[config.mk]
export PLATFORM = sky130hd
export DESIGN_NAME = slink_apb_tgt_tagged_flat
export DESIGN_NICKNAME = d
export VERILOG_FILES = /design/src/rtl/slink_apb_tgt_tagged_if.sv /design/src/rtl/slink_apb_tgt_tagged.sv /design/src/flat_wrapper.sv
export SDC_FILE = /design/constraint.sdc
export NUM_CORES = 1
export LEC_CHECK = 0
export CORE_MARGIN = 1
export CORE_UTILIZATION = 38
export CTS_CLUSTER_SIZE = 14
export DETAILED_ROUTE_END_ITERATION = 10
export PLACE_DENSITY = 0.81
export SYNTH_ARGS = -nofsm -noshare
export SYNTH_HDL_FRONTEND = slang
export SYNTH_SLANG_ARGS = --single-unit
[constraint.sdc]
create_clock -name apb_clk -period 1.92 [get_ports apb_clk]
set_input_delay 0.384 -clock apb_clk [delete_from_list [all_inputs] [get_ports apb_clk]]
set_output_delay 0.384 -clock apb_clk [all_outputs]
set_load 0.02 [all_outputs]
[src/rtl/slink_apb_tgt_tagged_if.sv]
// rtl/slink_apb_tgt_tagged_if.sv - APB and S-Link a2l/l2a signal bundle for slink_apb_tgt_tagged
interface slink_apb_tgt_tagged_if #(
    parameter int ADDR_WIDTH = 32,
    parameter int DATA_WIDTH = 32
);
    localparam int A2LW = 24 + 8 + ADDR_WIDTH + DATA_WIDTH + 8;
    localparam int L2AW = 24 + 8 + DATA_WIDTH + 8;

    logic [ADDR_WIDTH-1:0]   apb_paddr;
    logic                    apb_pwrite;
    logic                    apb_psel;
    logic                    apb_penable;
    logic [DATA_WIDTH-1:0]   apb_pwdata;
    logic [DATA_WIDTH/8-1:0] apb_pstrb;
    logic [DATA_WIDTH-1:0]   apb_prdata;
    logic                    apb_pready;
    logic                    apb_pslverr;

    logic                    a2l_valid;
    logic                    a2l_ready;
    logic [A2LW-1:0]         a2l_data;
    logic                    l2a_valid;
    logic                    l2a_accept;
    logic [L2AW-1:0]         l2a_data;

    // Target side: the APB target front end
    modport slave (
        input  apb_paddr, apb_pwrite, apb_psel, apb_penable, apb_pwdata, apb_pstrb,
        output apb_prdata, apb_pready, apb_pslverr,
        output a2l_valid, a2l_data,
        input  a2l_ready,
        input  l2a_valid, l2a_data,
        output l2a_accept
    );

    // Fabric / link side driving the target
    modport master (
        output apb_paddr, apb_pwrite, apb_psel, apb_penable, apb_pwdata, apb_pstrb,
        input  apb_prdata, apb_pready, apb_pslverr,
        input  a2l_valid, a2l_data,
        output a2l_ready,
        output l2a_valid, l2a_data,
        input  l2a_accept
    );
endinterface

[src/rtl/slink_apb_tgt_tagged.sv]
// rtl/slink_apb_tgt_tagged.sv - tagged APB target to S-Link request/response bridge (optional SLINK_APB_TGT_TIMEOUT_EN)
module slink_apb_tgt_tagged #(
    parameter int             ADDR_WIDTH       = 32,
    parameter int             DATA_WIDTH       = 32,
    parameter logic [7:0]     APB_READ_DT      = 8'h24,
    parameter logic [7:0]     APB_READ_RSP_DT  = 8'h25,
    parameter logic [7:0]     APB_WRITE_DT     = 8'h26,
    parameter logic [7:0]     APB_WRITE_RSP_DT = 8'h27,
    parameter int             TIMEOUT_CYCLES   = 1024
) (
    input  logic                         apb_clk,
    input  logic                         apb_reset,
    input  logic                         enable,
    slink_apb_tgt_tagged_if.slave        bus,
    output logic [7:0]                   cur_tag,
    output logic                         invalid_resp_pkt,
    output logic                         timeout
);
    localparam int A2LW = 24 + 8 + ADDR_WIDTH + DATA_WIDTH + 8;
    localparam int SW   = DATA_WIDTH / 8;

    localparam logic [15:0] RD_WC = 16'(1 + ADDR_WIDTH / 8);
    localparam logic [15:0] WR_WC = 16'(2 + ADDR_WIDTH / 8 + DATA_WIDTH / 8);

    localparam logic [1:0] ST_IDLE = 2'd0;
    localparam logic [1:0] ST_REQ  = 2'd1;
    localparam logic [1:0] ST_WAIT = 2'd2;
    localparam logic [1:0] ST_RESP = 2'd3;

    logic [1:0]            state;
    logic [7:0]            tag_q;
    logic                  is_write;
    logic                  a2l_valid_q;
    logic [A2LW-1:0]       a2l_data_q;
    logic [DATA_WIDTH-1:0] prdata_q;
    logic                  pready_q;
    logic                  pslverr_q;

    logic [7:0]            tag_next;
    logic [A2LW-1:0]       req_pkt;
    logic [7:0]            rsp_dt;
    logic [7:0]            rsp_tag;
    logic                  rsp_status;
    logic                  rsp_match;
    logic                  rsp_take;
    logic                  tmo_hit;

    assign tag_next = tag_q + 8'd1;

    // Assemble the request packet from the APB setup-phase fields
    always_comb begin
        req_pkt                     = '0;
        req_pkt[7:0]                = bus.apb_pwrite ? APB_WRITE_DT : APB_READ_DT;
        req_pkt[23:8]               = bus.apb_pwrite ? WR_WC : RD_WC;
        req_pkt[31:24]              = tag_next;
        req_pkt[32 +: ADDR_WIDTH]   = bus.apb_paddr;
        if (bus.apb_pwrite) begin
            req_pkt[32 + ADDR_WIDTH +: DATA_WIDTH]          = bus.apb_pwdata;
            req_pkt[32 + ADDR_WIDTH + DATA_WIDTH +: SW]     = bus.apb_pstrb;
        end
    end

    // Response decode: write responses carry status right after the tag
    always_comb begin
        rsp_dt     = bus.l2a_data[7:0];
        rsp_tag    = bus.l2a_data[31:24];
        rsp_status = is_write ? bus.l2a_data[32] : bus.l2a_data[32 + DATA_WIDTH];
        rsp_match  = (rsp_dt == (is_write ? APB_WRITE_RSP_DT : APB_READ_RSP_DT))
                     && (rsp_tag == tag_q);
    end

    // Responses are only consumed while waiting on an enabled target
    assign rsp_take       = (state == ST_WAIT) && enable && bus.l2a_valid;
    assign bus.l2a_accept = rsp_take;

`ifdef SLINK_APB_TGT_TIMEOUT_EN
    logic [15:0] wait_cnt;

    // Wait-cycle counter, cleared while the request is still pending
    always_ff @(posedge apb_clk) begin
        if (apb_reset) begin
            wait_cnt <= 16'd0;
        end else if (state == ST_REQ) begin
            wait_cnt <= 16'd0;
        end else if (state == ST_WAIT) begin
            wait_cnt <= wait_cnt + 16'd1;
        end
    end

    assign tmo_hit = (state == ST_WAIT) && enable
                     && (wait_cnt == 16'(TIMEOUT_CYCLES - 1))
                     && !(rsp_take && rsp_match);
`else
    assign tmo_hit = 1'b0;
`endif

    // Transfer sequencing: capture, send, wait for matching response, complete
    always_ff @(posedge apb_clk) begin
        if (apb_reset) begin
            state            <= ST_IDLE;
            tag_q            <= 8'h00;
            is_write         <= 1'b0;
            a2l_valid_q      <= 1'b0;
            a2l_data_q       <= '0;
            prdata_q         <= '0;
            pready_q         <= 1'b0;
            pslverr_q        <= 1'b0;
            invalid_resp_pkt <= 1'b0;
            timeout          <= 1'b0;
        end else begin
            invalid_resp_pkt <= 1'b0;
            timeout          <= 1'b0;
            case (state)
                ST_IDLE: begin
                    if (enable && bus.apb_psel && !bus.apb_penable) begin
                        tag_q       <= tag_next;
                        a2l_data_q  <= req_pkt;
                        is_write    <= bus.apb_pwrite;
                        a2l_valid_q <= 1'b1;
                        state       <= ST_REQ;
                    end
                end
                ST_REQ: begin
                    if (!enable) begin
                        a2l_valid_q <= 1'b0;
                        prdata_q    <= '0;
                        pslverr_q   <= 1'b1;
                        pready_q    <= 1'b1;
                        state       <= ST_RESP;
                    end else if (bus.a2l_ready) begin
                        a2l_valid_q <= 1'b0;
                        state       <= ST_WAIT;
                    end
                end
                ST_WAIT: begin
                    if (!enable) begin
                        prdata_q  <= '0;
                        pslverr_q <= 1'b1;
                        pready_q  <= 1'b1;
                        state     <= ST_RESP;
                    end else if (rsp_take && rsp_match) begin
                        prdata_q  <= is_write ? '0 : bus.l2a_data[32 +: DATA_WIDTH];
                        pslverr_q <= rsp_status;
                        pready_q  <= 1'b1;
                        state     <= ST_RESP;
                    end else if (tmo_hit) begin
                        timeout   <= 1'b1;
                        prdata_q  <= '0;
                        pslverr_q <= 1'b1;
                        pready_q  <= 1'b1;
                        state     <= ST_RESP;
                    end
                    if (rsp_take && !rsp_match) begin
                        invalid_resp_pkt <= 1'b1;
                    end
                end
                ST_RESP: begin
                    prdata_q  <= '0;
                    pslverr_q <= 1'b0;
                    pready_q  <= 1'b0;
                    state     <= ST_IDLE;
                end
                default: begin
                    state <= ST_IDLE;
                end
            endcase
        end
    end

    // A pending request is withdrawn as soon as the block is disabled
    assign bus.a2l_valid   = a2l_valid_q && enable;
    assign bus.a2l_data    = a2l_data_q;
    assign bus.apb_prdata  = prdata_q;
    assign bus.apb_pready  = pready_q;
    assign bus.apb_pslverr = pslverr_q;
    assign cur_tag         = tag_q;
endmodule

[src/flat_wrapper.sv]
// flat-port wrapper written by rule: the top's interface ports become plain ports
module slink_apb_tgt_tagged_flat 
#(
    parameter int             ADDR_WIDTH       = 32,
    parameter int             DATA_WIDTH       = 32,
    parameter logic [7:0]     APB_READ_DT      = 8'h24,
    parameter logic [7:0]     APB_READ_RSP_DT  = 8'h25,
    parameter logic [7:0]     APB_WRITE_DT     = 8'h26,
    parameter logic [7:0]     APB_WRITE_RSP_DT = 8'h27,
    parameter int             TIMEOUT_CYCLES   = 1024
)
  (apb_clk, apb_reset, enable, cur_tag, invalid_resp_pkt, timeout, bus_apb_paddr, bus_apb_pwrite, bus_apb_psel, bus_apb_penable, bus_apb_pwdata, bus_apb_pstrb, bus_apb_prdata, bus_apb_pready, bus_apb_pslverr, bus_a2l_valid, bus_a2l_data, bus_a2l_ready, bus_l2a_valid, bus_l2a_data, bus_l2a_accept);
  slink_apb_tgt_tagged_if #(.ADDR_WIDTH(ADDR_WIDTH), .DATA_WIDTH(DATA_WIDTH)) bus_i ();
  input  logic apb_clk;
  input  logic apb_reset;
  input  logic enable;
  output logic [7:0] cur_tag;
  output logic invalid_resp_pkt;
  output logic timeout;
  input wire logic [$bits(bus_i.apb_paddr)-1:0] bus_apb_paddr;
  input wire logic [$bits(bus_i.apb_pwrite)-1:0] bus_apb_pwrite;
  input wire logic [$bits(bus_i.apb_psel)-1:0] bus_apb_psel;
  input wire logic [$bits(bus_i.apb_penable)-1:0] bus_apb_penable;
  input wire logic [$bits(bus_i.apb_pwdata)-1:0] bus_apb_pwdata;
  input wire logic [$bits(bus_i.apb_pstrb)-1:0] bus_apb_pstrb;
  output wire logic [$bits(bus_i.apb_prdata)-1:0] bus_apb_prdata;
  output wire logic [$bits(bus_i.apb_pready)-1:0] bus_apb_pready;
  output wire logic [$bits(bus_i.apb_pslverr)-1:0] bus_apb_pslverr;
  output wire logic [$bits(bus_i.a2l_valid)-1:0] bus_a2l_valid;
  output wire logic [$bits(bus_i.a2l_data)-1:0] bus_a2l_data;
  input wire logic [$bits(bus_i.a2l_ready)-1:0] bus_a2l_ready;
  input wire logic [$bits(bus_i.l2a_valid)-1:0] bus_l2a_valid;
  input wire logic [$bits(bus_i.l2a_data)-1:0] bus_l2a_data;
  output wire logic [$bits(bus_i.l2a_accept)-1:0] bus_l2a_accept;
  assign bus_i.apb_paddr = bus_apb_paddr;
  assign bus_i.apb_pwrite = bus_apb_pwrite;
  assign bus_i.apb_psel = bus_apb_psel;
  assign bus_i.apb_penable = bus_apb_penable;
  assign bus_i.apb_pwdata = bus_apb_pwdata;
  assign bus_i.apb_pstrb = bus_apb_pstrb;
  assign bus_apb_prdata = bus_i.apb_prdata;
  assign bus_apb_pready = bus_i.apb_pready;
  assign bus_apb_pslverr = bus_i.apb_pslverr;
  assign bus_a2l_valid = bus_i.a2l_valid;
  assign bus_a2l_data = bus_i.a2l_data;
  assign bus_i.a2l_ready = bus_a2l_ready;
  assign bus_i.l2a_valid = bus_l2a_valid;
  assign bus_i.l2a_data = bus_l2a_data;
  assign bus_l2a_accept = bus_i.l2a_accept;
  slink_apb_tgt_tagged #(.ADDR_WIDTH(ADDR_WIDTH), .DATA_WIDTH(DATA_WIDTH), .APB_READ_DT(APB_READ_DT), .APB_READ_RSP_DT(APB_READ_RSP_DT), .APB_WRITE_DT(APB_WRITE_DT), .APB_WRITE_RSP_DT(APB_WRITE_RSP_DT), .TIMEOUT_CYCLES(TIMEOUT_CYCLES)) u_core (.apb_clk(apb_clk), .apb_reset(apb_reset), .enable(enable), .bus(bus_i), .cur_tag(cur_tag), .invalid_resp_pkt(invalid_resp_pkt), .timeout(timeout));
endmodule
# Word level (Yosys, flattened, before mapping)
# Index checks and enable logic that the tools add are counted.
# word_totals
register_bits,147
in_bits,148
output_inout_bits,150
# classes
n_addsub,1
n_eq_ne,9
muxes,28
bitwise,1
reduce_logical,18
# op_table
operator,n
$mux W32,4
$pmux W32 S3,1
$mux W36,1
$eq A8 B8 Y1,2
$mux W2,7
$mux W1,10
$reduce_and A3 Y1,3
$add A8 B1 Y8 const B,1
$logic_and A1 B1 Y1,8
$pmux W2 S4,1
$ne A3 B3 Y1 const B,2
$pmux W1 S3,2
$eq A2 B2 Y1 const B,2
$mux W4,1
$reduce_bool A3 Y1,1
$eq A2 B1 Y1 const B,1
$logic_not A1 Y1,2
$logic_not A2 Y1,1
$ne A2 B1 Y1 const B,1
$ne A2 B2 Y1 const B,1
$pmux W1 S2,1
$reduce_and A2 Y1,1
$reduce_bool A2 Y1,1
$reduce_or A2 Y1,1
$not A1 Y1,1

# Depth between registers and ports, before layout
# logic_depth
depth_word,7
ltp_mapped,8

# Worst setup path before layout
# No wires, ideal clock.
# synth_path
path_type,reg-to-reg
from,"register u_core.tag_q[2], in the netlist u_core.cur_tag[2]"
to,"register u_core.prdata_q[0], in the netlist u_core.bus.apb_prdata[0]"
setup_ns,0.120
t_arrival_ns,1.645
required_ns,1.800
path_slack_ns,0.155
stages_incl_launch_ff,7
synth_period_minus_slack_ns,1.765
cell_sequence,dfxtp_1 xnor2_1 nand3_1 nor4_4 o211ai_4 buf_6 mux2i_1
# synth_via
elab_chain_len,5
# synth_rtl
element,line_no,source
from (decl),slink_apb_tgt_tagged.sv:31,logic [7:0] tag_q;
from (signal assigned),slink_apb_tgt_tagged.sv:116,tag_q <= tag_next;
$eq A8 B8 Y1,slink_apb_tgt_tagged.sv:69,&& (rsp_tag == tag_q);
$logic_and A1 B1 Y1,slink_apb_tgt_tagged.sv:69,
$logic_and A1 B1 Y1,slink_apb_tgt_tagged.sv:141,end else if (rsp_take && rsp_match) begin
$ne A3 B3 Y1 (no line),--,
$reduce_and A3 Y1 (no line),--,
to (signal assigned),slink_apb_tgt_tagged.sv:142,prdata_q <= is_write ? '0 : bus.l2a_data[32 +: DATA_WIDTH];
to (decl),slink_apb_tgt_tagged.sv:35,logic [DATA_WIDTH-1:0] prdata_q;
# Every way passes these cells.
# A chain may end at the register's enable or synchronous reset.

# Worst setup path in the final report
# layout_path
from,input port bus_l2a_data[26]
to,"register u_core.prdata_q[7], in the netlist u_core.bus.apb_prdata[7]"
# layout_via
elab_chain_len,5
# layout_rtl
element,line_no,source
from (decl),flat_wrapper.sv:33,input wire logic [$bits(bus_i.l2a_data)-1:0] bus_l2a_data;
$eq A8 B8 Y1,slink_apb_tgt_tagged.sv:69,
$logic_and A1 B1 Y1,slink_apb_tgt_tagged.sv:69,
$logic_and A1 B1 Y1,slink_apb_tgt_tagged.sv:141,
$ne A3 B3 Y1 (no line),--,
$reduce_and A3 Y1 (no line),--,
# Every way passes these cells.

==> tab_implementation.tex <==
\begin{tabular}{lr}
\hline
Metric & Value \\
\hline
\multicolumn{2}{l}{\textbf{Job}} \\
\quad Max\_cap viols & 0 \\
\multicolumn{2}{l}{\textbf{Detailed routing}} \\
\quad Post-detailed-route wirelength per cell & 15.1 um \\
\quad Remaining design rule violation count & 0 \\
\quad DRC marker count from the first detailed-route iteration & roughly 250 \\
\quad Total Wirelength & about 15 mm \\
\quad Via count normalized by instance count & around 4.7 \\
\quad Total number of vias & 4,785 \\
\quad Pre-antenna DRT Iters & 6 \\
\quad ANT nets after route & 0 \\
\multicolumn{2}{l}{\textbf{Layout}} \\
\quad Area of combinational cells with multiple inputs & 2290 um2 \\
\quad Register area & 2350 um2 \\
\quad Number of nets in the layout & 986 \\
\quad Synth-to-layout area growth & 69.6\% \\
\quad Fraction of layout cells with a size suffix above 1 & 0.0900 \\
\quad \# diodes & 0 \\
\quad \# fillers & 1,011 \\
\multicolumn{2}{l}{\textbf{Floorplan}} \\
\quad Floorplan die width & 116 um \\
\quad Cell row count & 41 \\
\quad Initial cell density of the core & 0.392 \\
\quad DIE AREA & around 14,000 um2 \\
\quad Placeable core region & 12,700 um2 \\
\quad Count of boundary I/O pins & 298 \\
\quad Die H & 116 um \\
\multicolumn{2}{l}{\textbf{STA}} \\
\quad Setup Viol. Count Final & 0 \\
\quad Setup clock skew after layout & just under 0.009 ns \\
\quad Peak clock frequency supported by timing & 522 MHz \\
\quad Hold\_ws & 0.448 ns \\
\quad Max-slew violation count & 0 \\
\quad Fin crit share & 0.998 \\
\quad Fin. Hold Viols & 0 \\
\quad Minimum period implied by the final worst setup slack & 1.92 ns \\
\quad Setup\_tns & 0 ns \\
\multicolumn{2}{l}{\textbf{Synthesis}} \\
\quad Adder-cell share of the synthesized area & 0.0151 \\
\quad Post-synth top area cell & sky130\_fd\_sc\_hd\_\_dfxtp\_1 \\
\quad Count of flip-flops with a built-in enable after synthesis & 0 \\
\quad Multiplexer share of the synthesized area & 0.0734 \\
\quad Fraction of synthesized cell area in xor and xnor cells & 0.0282 \\
\quad Synth Area in Compound Gates & 0.0882 \\
\quad Cell types occupying the most area after synthesis & sky130\_fd\_sc\_hd\_\_dfxtp\_1, sky130\_fd\_sc\_hd\_\_nand2\_1, sky130\_fd\_sc\_hd\_\_a21oi\_1 \\
\quad Async S/R FF share, synth & 0 \\
\quad YS warnings & 0 \\
\quad Post-Synthesis Cells & 585 \\
\quad Seq/Total Area, Yosys & 0.472 \\
\quad Netlist area before placement & between 4000 and 5000 um2 \\
\quad Number of synthesized register bits & 117 \\
\quad Avg Inst Size Synth & 8.48 um2 \\
\quad Basic-gate share of the synthesized area counting and, or, nand and nor cells & 0.229 \\
\quad Synth top area share & 0.472 \\
\quad Combinational family with the most area after synthesis & simple AND/OR/NAND/NOR gates \\
\quad Main synth FF type & sky130\_fd\_sc\_hd\_\_dfxtp\_1 \\
\quad Cell variety after synth & 39 \\
\multicolumn{2}{l}{\textbf{Pwr}} \\
\quad Post-route total power & between 0.008 and 0.009 W \\
\quad Peak supply drop & 0.756 mV \\
\quad Leak Pwr & 3.45 nW \\
\quad Power density over the cells & about 1000 nW/um2 \\
\multicolumn{2}{l}{\textbf{Worst setup path}} \\
\quad Crit end category & flop \\
\quad Arrival time at the worst endpoint & 2.20 ns \\
\quad Critical path peak fanout & 7 \\
\quad Kind of start point of the critical path & input pin \\
\quad Data required time of the critical path & 2.21 ns \\
\quad Critical path class & in2reg \\
\multicolumn{2}{l}{\textbf{Place}} \\
\quad Routability congestion estimate from global placement & 0.763 \\
\quad Detailed Place HPWL & 10.0 mm \\
\quad Number of port buffers & 252 \\
\multicolumn{2}{l}{\textbf{Global route}} \\
\quad Global routing usage on met3 & 0.0965 \\
\quad Combined global-route utilization of all metal layers & 0.211 \\
\quad Number of antenna violations at the first check in global routing & 0 \\
\quad Largest net degree at the start of global routing & 90 \\
\quad Remaining Overflow, GRT & 0 \\
\quad Busiest layer in global routing & met2 \\
\quad Via count of the first global-routing pass & 4,518 \\
\quad First-pass GRT wire length & $\sim$22 mm \\
\quad GR met2 Demand/Resource & 0.364 \\
\quad Global routing usage on met1 & 0.227 \\
\multicolumn{2}{l}{\textbf{Clocking}} \\
\quad Clock buffers created by TritonCTS & 17 \\
\quad Register clock-pin slew on the reported worst setup and hold paths & 0.05 ns \\
\quad CTS tree & built \\
\quad \# H-tree levels & 4 \\
\quad Insertion delay of the later-clocked pin in the worst-skew pair & around 0.4 ns \\
\quad CTS Sinks & between 100 and 150 \\
\quad Clk Tree Root Cell & sky130\_fd\_sc\_hd\_\_clkbuf\_16 \\
\quad Bufs on Longest Clock Path & 2 \\
\multicolumn{2}{l}{\textbf{Hold path}} \\
\quad Min-Delay Path Class & reg2reg \\
\multicolumn{2}{l}{\textbf{Run status}} \\
\quad Outcome & finished clean \\
\hline
\end{tabular}
-- Yosys cell counts (2+ instances only) --
master,number
sky130_fd_sc_hd__nand3_1,37
sky130_fd_sc_hd__nor2_1,18
sky130_fd_sc_hd__inv_1,5
sky130_fd_sc_hd__xnor2_1,12
sky130_fd_sc_hd__nor2b_1,2
sky130_fd_sc_hd__clkbuf_1,28
sky130_fd_sc_hd__nor3_1,2
sky130_fd_sc_hd__a21oi_1,70
sky130_fd_sc_hd__buf_1,3
sky130_fd_sc_hd__buf_6,3
sky130_fd_sc_hd__nand4_1,5
sky130_fd_sc_hd__nand2b_1,34
sky130_fd_sc_hd__ha_1,6
sky130_fd_sc_hd__a211oi_1,2
sky130_fd_sc_hd__o21ai_0,2
sky130_fd_sc_hd__mux2_2,3
sky130_fd_sc_hd__mux2i_1,33
sky130_fd_sc_hd__xor2_1,4
sky130_fd_sc_hd__nand2_1,141
sky130_fd_sc_hd__dfxtp_1,117
sky130_fd_sc_hd__buf_2,6
sky130_fd_sc_hd__buf_4,35
-- critical path, stage by stage --
cell and delay [ns]:
sky130_fd_sc_hd__clkdlybuf4s50_1 0.50, sky130_fd_sc_hd__xnor2_1 0.15, sky130_fd_sc_hd__nand3_2 0.15, sky130_fd_sc_hd__nor4_4 0.40
sky130_fd_sc_hd__o211ai_4 0.22, sky130_fd_sc_hd__buf_12 0.21, sky130_fd_sc_hd__mux2i_4 0.18
-- placed cells by master (no fill, tap or decap), types with 2 or more instances in the layout --
cell	n
sky130_fd_sc_hd__mux2_2	3
sky130_fd_sc_hd__mux2i_1	32
sky130_fd_sc_hd__conb_1	22
sky130_fd_sc_hd__nand3_1	36
sky130_fd_sc_hd__clkbuf_8	2
sky130_fd_sc_hd__buf_12	7
sky130_fd_sc_hd__o21ai_0	2
sky130_fd_sc_hd__buf_4	21
sky130_fd_sc_hd__nor2_1	18
sky130_fd_sc_hd__clkbuf_16	18
sky130_fd_sc_hd__a211oi_1	2
sky130_fd_sc_hd__xor2_1	4
sky130_fd_sc_hd__ha_1	6
sky130_fd_sc_hd__clkbuf_1	2
sky130_fd_sc_hd__nand4_1	5
sky130_fd_sc_hd__dlymetal6s2s_1	20
sky130_fd_sc_hd__inv_1	5
sky130_fd_sc_hd__nor2b_1	2
sky130_fd_sc_hd__clkdlybuf4s50_1	221
sky130_fd_sc_hd__nand2_1	141
sky130_fd_sc_hd__bufinv_16	5
sky130_fd_sc_hd__nand2b_1	34
sky130_fd_sc_hd__a21oi_1	70
sky130_fd_sc_hd__xnor2_1	11
sky130_fd_sc_hd__dfxtp_2	2
sky130_fd_sc_hd__dlygate4sd2_1	9
sky130_fd_sc_hd__clkinv_2	4
sky130_fd_sc_hd__dfxtp_1	114
-- cell families (layout without fill, tap and decap cells) --
logic type,after synthesis,after routing
flip-flops,117,117
AO/OA/AOI/OAI,80,80
multiplexers,36,36
other,1,22
XOR/XNOR,16,16
buffers and inverters,80,318
AND/OR/NAND/NOR,249,249
adder cells (fa/ha/maj),6,6
-- per-layer routing --
layer | wire (um) | vias up
met5 | 0 | -
met4 | 361 | 0
met3 | 1430 | 21
met2 | 7610 | 202
met1 | 5930 | 2204
li1 | - | 2358
-- power breakdown --
group | switching (W) | internal [W]
registers | 0.0000834 | 0.00257
logic | 0.00112 | 0.00120
clock network | 0.00108 | 0.00235
total | 0.00229 | 0.00612
-- per-stage QoR --
stage	instances	cell area, um2	worst slack (ns)	utilization
after detailed placement	981	7620	-0.389	0.602
after CTS	1013	8290	-0.00663	0.654
final	1016	8420	0.00357	0.664
after floorplan	606	5040	0.155	-
after global routing	1016	8420	-0.0694	0.664
after global placement	981	7620	-0.344	0.602
-- flip-flops by register name (all words and copies together) (netlist names) --
signal	flops
u_core.state	2
u_core.invalid_resp_pkt	1
u_core.bus.apb_pready	1
u_core.bus.a2l_data	72
u_core.a2l_valid_q	1
u_core.cur_tag	7
u_core.bus.apb_pslverr	1
u_core.bus.apb_prdata	32
-- layout make-up --
cell class,instances,share of cell area
clock buffers,21,0.0547
multi-input cells,409,0.272
clock inverters,10,0.0211
well taps,172,0.0256
inverters,5,0.00223
repair buffers,282,0.345
flip-flops and latches,117,0.279
-- repair_timing --
action,CTS,global route
setup endpoints to repair,11,24
hold buffers,0,0
cloned,1,1
pin swaps,0,11
gates resized for setup,14,32
setup buffers,0,2
-- worst paths after layout --
check / start / to / slack [ns] / depth (start not counted)
worst max-delay path: bus_l2a_data[26] / u_core.bus.apb_prdata[7] / 0.004 / 7
worst min register to register: u_core.bus.a2l_data[99] / u_core.bus.a2l_data[99] / 0.45 / 2
worst max register to register: u_core.cur_tag[5] / u_core.bus.apb_prdata[7] / 0.05 / 6
worst min-delay path: u_core.bus.a2l_data[99] / u_core.bus.a2l_data[99] / 0.45 / 2
Power figures use the tool's default switching activity.
